$ cat config.mk
export PLATFORM = sky130hd
export DESIGN_NAME = bus_arbiter
export DESIGN_NICKNAME = d
export VERILOG_FILES = /design/src/rtl/bus_arbiter_pkg.sv /design/src/rtl/bus_arbiter_rr_pick.sv /design/src/rtl/bus_arbiter.sv
export SDC_FILE = /design/constraint.sdc
export NUM_CORES = 1
export LEC_CHECK = 0
export CAP_MARGIN = 20
export CORE_MARGIN = 2
export CORE_UTILIZATION = 50
export CTS_BUF_LIST = sky130_fd_sc_hd__clkbuf_16
export CTS_CLUSTER_SIZE = 8
export DETAILED_ROUTE_END_ITERATION = 10
export PLACE_DENSITY = 0.76
export SYNTH_ARGS = -nofsm -noshare
export SYNTH_HDL_FRONTEND = slang
export SYNTH_SLANG_ARGS = --single-unit
$ cat constraint.sdc
create_clock -name clk -period 5.4 [get_ports clk]
set_clock_uncertainty 0.05 [all_clocks]
set_input_delay 1.08 -clock clk [delete_from_list [all_inputs] [get_ports clk]]
set_output_delay 1.08 -clock clk [all_outputs]
set_load 0.02 [all_outputs]
$ cat src/rtl/bus_arbiter_pkg.sv
// Shared bus-owner types and grant levels for the four-master round-robin arbiter.
package bus_arbiter_pkg;

    typedef logic [1:0] BusOwnerBus;

    localparam BusOwnerBus BUS_OWNER_MASTER_0 = 2'd0;
    localparam BusOwnerBus BUS_OWNER_MASTER_1 = 2'd1;
    localparam BusOwnerBus BUS_OWNER_MASTER_2 = 2'd2;
    localparam BusOwnerBus BUS_OWNER_MASTER_3 = 2'd3;

    // Grant pins are active-low.
    localparam logic ENABLE_  = 1'b0;
    localparam logic DISABLE_ = 1'b1;

    function automatic logic [3:0] rotate_right(input logic [3:0] v, input BusOwnerBus amt);
        logic [7:0] doubled;
        doubled = {v, v} >> amt;
        return doubled[3:0];
    endfunction

endpackage

$ cat src/rtl/bus_arbiter_rr_pick.sv
// Combinational round-robin picker: rotate so the slot after the last owner is
// bit 0, take the lowest set bit among the other three masters, then un-rotate.
module rr_pick
    import bus_arbiter_pkg::*;
(
    input  logic [3:0] req,
    input  BusOwnerBus last,
    output BusOwnerBus next_idx,
    output logic       valid
);

    BusOwnerBus start;
    BusOwnerBus offset;
    logic [3:0] rot;

    // rot[3] is the last owner itself, so it is deliberately never considered.
    always_comb begin
        start  = last + 2'd1;
        rot    = rotate_right(req, start);
        valid  = 1'b0;
        offset = 2'd0;
        if (rot[0]) begin
            valid  = 1'b1;
            offset = 2'd0;
        end else if (rot[1]) begin
            valid  = 1'b1;
            offset = 2'd1;
        end else if (rot[2]) begin
            valid  = 1'b1;
            offset = 2'd2;
        end
        next_idx = start + offset;
    end

endmodule

$ cat src/rtl/bus_arbiter.sv
// Four-master round-robin bus arbiter with active-low handshakes, a parked
// owner register and a sticky hold-time watchdog.
module bus_arbiter
    import bus_arbiter_pkg::*;
#(
    parameter int TIMEOUT = 256,
    parameter int CNT_W   = 9
) (
    input  logic       clk,
    input  logic       reset,
    input  logic       m0_req_,
    input  logic       m1_req_,
    input  logic       m2_req_,
    input  logic       m3_req_,
    output logic       m0_grnt_,
    output logic       m1_grnt_,
    output logic       m2_grnt_,
    output logic       m3_grnt_,
    output BusOwnerBus owner,
    input  logic       wd_clr,
    output logic       wd_err,
    output BusOwnerBus wd_master
);

    localparam logic [CNT_W-1:0] TIMEOUT_CNT = CNT_W'(TIMEOUT);
    localparam logic [CNT_W-1:0] CNT_ONE     = CNT_W'(1);

    logic [3:0]       req_act;
    BusOwnerBus       pick_idx;
    logic             pick_valid;
    logic             owner_req;
    logic             trip;

    BusOwnerBus       owner_q, owner_d;
    logic [CNT_W-1:0] hold_cnt_q, hold_cnt_d;
    logic             sat_q, sat_d;
    logic             wd_err_q, wd_err_d;
    BusOwnerBus       wd_master_q, wd_master_d;

    assign req_act   = ~{m3_req_, m2_req_, m1_req_, m0_req_};
    assign owner_req = req_act[owner_q];

    rr_pick u_rr_pick (
        .req      (req_act),
        .last     (owner_q),
        .next_idx (pick_idx),
        .valid    (pick_valid)
    );

    // Owner is held while it requests; otherwise hand over or stay parked.
    // sat_q remembers that the counter already sat at the limit last cycle,
    // so the watchdog trips only on the first saturated cycle.
    always_comb begin
        owner_d    = owner_q;
        hold_cnt_d = hold_cnt_q;
        if (owner_req) begin
            if (hold_cnt_q != TIMEOUT_CNT) begin
                hold_cnt_d = hold_cnt_q + CNT_ONE;
            end
        end else if (pick_valid) begin
            owner_d    = pick_idx;
            hold_cnt_d = CNT_ONE;
        end else begin
            hold_cnt_d = '0;
        end

        sat_d       = (hold_cnt_q == TIMEOUT_CNT);
        trip        = sat_d && !sat_q;
        wd_err_d    = wd_err_q;
        wd_master_d = wd_master_q;
        if (trip) begin
            wd_err_d    = 1'b1;
            wd_master_d = owner_q;
        end else if (wd_clr) begin
            wd_err_d = 1'b0;
        end
    end

    always_ff @(posedge clk or negedge reset) begin
        if (!reset) begin
            owner_q     <= BUS_OWNER_MASTER_0;
            hold_cnt_q  <= '0;
            sat_q       <= 1'b0;
            wd_err_q    <= 1'b0;
            wd_master_q <= BUS_OWNER_MASTER_0;
        end else begin
            owner_q     <= owner_d;
            hold_cnt_q  <= hold_cnt_d;
            sat_q       <= sat_d;
            wd_err_q    <= wd_err_d;
            wd_master_q <= wd_master_d;
        end
    end

    assign m0_grnt_  = (owner_q == BUS_OWNER_MASTER_0) ? ENABLE_ : DISABLE_;
    assign m1_grnt_  = (owner_q == BUS_OWNER_MASTER_1) ? ENABLE_ : DISABLE_;
    assign m2_grnt_  = (owner_q == BUS_OWNER_MASTER_2) ? ENABLE_ : DISABLE_;
    assign m3_grnt_  = (owner_q == BUS_OWNER_MASTER_3) ? ENABLE_ : DISABLE_;
    assign owner     = owner_q;
    assign wd_err    = wd_err_q;
    assign wd_master = wd_master_q;

endmodule

* Word level (Yosys, flattened, before mapping)
Index checks and enable logic that the tools add are counted.
Word-level totals: logic and storage cells 40, flip-flop bits (word level) 15, output and inout port bits 9
Cells by class: order comparisons 1, add/subtract/negate cells 3, bitwise operators 2, multiplexer cells 17, shift operators 1, equal/unequal tests 6, reduce and logical (&&, ||, !) cells 5
Operators with widths (count):
- $mux 9 | 2
- $mux 1 | 11
- $add 9x1->9 const B | 1
- $eq 9x9->1 const B | 1
- $ne 9x9->1 const B | 1
- $shr 8x2->3 | 1
- $mux 2 | 3
- $eq 2x2->1 const B | 2
- $not 4->4 | 1
- $lt 2x3->1 const B | 1
- $add 2x1->2 const B | 1
- $add 2x2->2 | 1
- $bmux 1 s2 | 1
- $eq 2x1->1 const B | 1
- $logic_not 2->1 | 1
- $ne 2x1->1 const B | 1
- $reduce_and 2->1 | 1
- $reduce_bool 2->1 | 1
- $logic_and 1x1->1 | 1
- $logic_not 1->1 | 1
- $not 1->1 | 1

* Logic depth before layout (Yosys ltp)
word-level depth 7, depth in mapped cells 9

* Modules after synthesis
Synthesis repeated with hierarchy kept, for this count alone.
Second synthesis, totals: cells, all modules 104, area, all modules 982.2 µm²
Modules (own cells, without submodules):
- bus_arbiter | times used 1, cells an instance 79, area an instance 800.8 µm², sequential area each 375.4 µm²
- rr_pick | times used 1, cells an instance 25, area an instance 181.4 µm², sequential area each 0.0 µm²

* Worst setup path before layout
No wires, ideal clock.
kind input port to flip-flop, start point input m3_req_, end point register owner_q[0] (netlist: owner[0]), path slack 3123 ps, cell stages on the path 4, arrival 2102 ps, library setup time 125 ps, cells stage by stage mux4_2 > buf_6 > o211a_2 > mux2_4
On the way: longest elaborated chain between the ends 6, elaborated cells between the ends (all ways) 12, classes of those cells 1 x add/sub; 1 x shift; 7 x mux; 2 x bitwise; 1 x reduce/logical
RTL lines:
- from (decl) | line bus_arbiter.sv:14 | input logic m3_req_,
- $not 4->4 * | line bus_arbiter.sv:40 | assign req_act = ~{m3_req_, m2_req_, m1_req_, m0_req_};
- branches (longest 5 deep; another with $add 2x2->2)
- to (signal assigned) | line bus_arbiter.sv:87 | owner_q <= owner_d;
- to (decl) | line bus_arbiter.sv:34 | BusOwnerBus owner_q, owner_d;
Every way passes the cells marked *. The select of a mux whose other input is x is not followed. A chain may end at the register's enable or synchronous reset.

* Final worst setup path
start point register owner_q[0] (netlist: owner[0]), end point output m0_grnt_
On the way: longest elaborated chain between the ends 2
RTL lines:
- $logic_not 2->1 | line bus_arbiter.sv:95 | assign m0_grnt_ = (owner_q == BUS_OWNER_MASTER_0) ? ENABLE_ : DISABLE_;
- $mux 1 | line bus_arbiter.sv:95
- to (decl) | line bus_arbiter.sv:15 | output logic m0_grnt_,
No other way between the ends.

==> metrics.yaml <==
ir_drop_uv: 387
ant_nets: 0
wire_per_inst_um: 12.4
port_buffers: 15
finalHoldViolCount: 0
synth_top_area_cell: "dfrtp_1"
vias: 686
postCtsSetupBuffers: 0
overflow: 0
place_area_um2: 1080
ys_ff_latch: 15
crit_top_cell: "inv_1"
slew_viol_final: 0
slowest_stage: "clkdlybuf4s50_1"
antenna_found_initial: 0
place_hpwl_um: 1280
hold_class: "reg2reg"
remaining_drc_errors: 0
drtIter0Drc: 2
max_cap_violations: 0
post-route-period-util_pct: 55.2
stdcell_area_um2: 1160
p_comb_share_pct: 49.3
htree_levels: 1
end_kind: "primary output"
p_leak_nw: 0.538
power_frac_seq_pct: 27.8
die_area_um2: 2210
globalplace.congestion: 0.798
cp.required_ns: 4.27
grt_max_degree: 16
switchingPower_uw: 227
rsz0062_at_grt: "false"
critPathKind: "reg2out"
post-route-util_pct: 67.3
startpoint_type: "register"
ys_types: 28
setup_slack_ns: 2.42
viasPerCell: 5.08
start_util_pct: 53.7
path_max_fanout: 13
p_int_uw: 388
min_period_ns: 2.98
swShare_pct: 36.9
worstMarginPinSlew_ns: 0.644
num_antenna_cells: 0
gr-usage-all-layers_pct: 19.5
cts_resized: 0
crit_path_cell_trace: "inv_1 -> ha_1 -> inv_1 -> clkdlybuf4s50_1"
synth_nets: 108
num_io_pins: 16
syn_avg_cell_area_um2: 9.86
yosys-top-cells-area: "dfrtp_1 40%, ha_1 9.4%, inv_1 4.5%, xnor2_1 3.8%, xor2_1 3.8%"
area.growth.synth_to_final_pct: 25.4
synth_edf_count: 0
dr.pass1.iters: 4
synthTopCellsByCount: "15 x dfrtp_1, 11 x inv_1, 9 x nor2_1, 7 x ha_1, 5 x nand2_1"
nets: 125
cts_root_buf: "clkbuf_16"
async_reset_ff_share_pct: 100
clkTransAtPathRegs_ns: 0.05
p_per_area_nw_per_um2: 529
cts_tree: "built"
status: "finished, final reports clean"
yosys.area.top_type_share_pct: 40.5
grt_pass1_vias: 630
cts.path.max_buffers: 2
arrival_ns: 1.85
syn_inst: 94
holdBufCountCts: 0
core.rowCount: 15
dp_slack_ns: 2.51
p_clk_share_pct: 22.9
dieHeight_um: 47.1
critPathMaxStageDelay_ns: 0.59
insertion_delay_ns: 0.24
power.total_uw: 615
max_freq_mhz: 335
fin_setup_tns_ns: 0
clock_sink_count: 15
setup_viol: 0
slew_headroom_pct: 56.9
netlist_area_um2: 927
die_w_um: 47.1
ys_seq_area_share_pct: 40.5
yosysWarnings: 0
numCtsBuffers: 3
grt_pass1_wl_um: 2900
drive_gt1_share_pct: 8.18
core_um2: 1730
ys.flop_type: "dfrtp_1"
drt_wl_total_um: 1670
synth.most_common_cell: "dfrtp_1"
[cell usage in the layout (no fill, tap or decap), drive strengths merged]
cell type | synthesis | final
o21bai | 1 | 1
mux4 | 1 | 1
xnor2 | 4 | 4
clkdlybuf4s50 | 0 | 15
o221ai | 1 | 1
nor4b | 2 | 2
inv | 11 | 11
a211oi | 2 | 2
xor2 | 4 | 4
a21oi | 4 | 4
nor3b | 1 | 1
o21a | 1 | 1
nor2 | 9 | 9
ha | 7 | 7
clkbuf | 1 | 3
mux2i | 1 | 1
o211a | 1 | 1
o22ai | 2 | 2
nand3 | 4 | 4
nor2b | 1 | 1
nand2 | 5 | 5
clkinv | 0 | 1
dfrtp | 15 | 15
mux2 | 3 | 3
and3 | 3 | 3
nand2b | 2 | 2
o21ai | 2 | 2
nand3b | 4 | 4
[state kept, by name, summed over array words and instances, names as in the netlist]
signal	cells
sat_q	1
wd_err	1
hold_cnt_q	9
owner	2
wd_master	2
[cell type report]
cell class                      instances  area (µm²)
Clock buffer                            3        75.1
Clock inverter                          1        5.00
Fill cell                             137         564
Inverter                               11        41.3
Multi-Input combinational cell         65         484
Sequential cell                        15         375
Tap cell                               25        31.3
Timing Repair Buffer                   15         150
[cell families after synthesis]
kind of cell / synth area share (%)
flops: 40.5
simple gates: 17.8
mux: 7.56
buf+inv: 7.29
fa+ha+maj: 9.45
compound gates: 9.85
xor+xnor: 7.56
[critical path, delay by kind of cell, from the launching register on]
kind                     cells  cell delay [ns]
adder cells (fa/ha/maj)      1             0.23
buffers and inverters        3             0.81
flip-flops                   1             0.58
[per-stage QoR]
step	hold WS (ns)	cells
after floorplan	0.373	94
after global placement	0.388	131
after detailed placement	0.406	131
after CTS	0.415	135
after global routing	0.453	135
final	0.411	135
[power groups by stage]
stage / sequential [mW] / combinational [mW] / clock, mW
after global placement: 0.171 / 0.293 / 0
after detailed placement: 0.172 / 0.306 / 0
final: 0.171 / 0.303 / 0.141
after floorplan: 0.170 / 0.222 / 0
after CTS: 0.172 / 0.306 / 0.146
after global routing: 0.177 / 0.336 / 0.152
[routing by layer]
layer | vias up | part of all wire, % | global-route usage (%)
met3 | 2 | 2.9 | 5.77
met4 | 0 | 1.3 | 10.0
met2 | 12 | 51 | 31.0
li1 | 351 | - | -
met5 | - | 0 | 0
met1 | 321 | 44 | 23.9
[final timing paths]
check                      slack, ns            end     start  depth (start not counted)
hold reg to reg                 0.41         wd_err     sat_q                          1
max in group asynchronous       3.70  hold_cnt_q[2]     reset                          1
setup / recovery                2.42       m0_grnt_  owner[0]                          4
setup reg to reg                3.21       owner[0]  owner[0]                          6
hold / removal                  0.41         wd_err     sat_q                          1
min in group asynchronous       1.19  hold_cnt_q[0]     reset                          1
No activity file was read; power rests on OpenSTA's default activity.
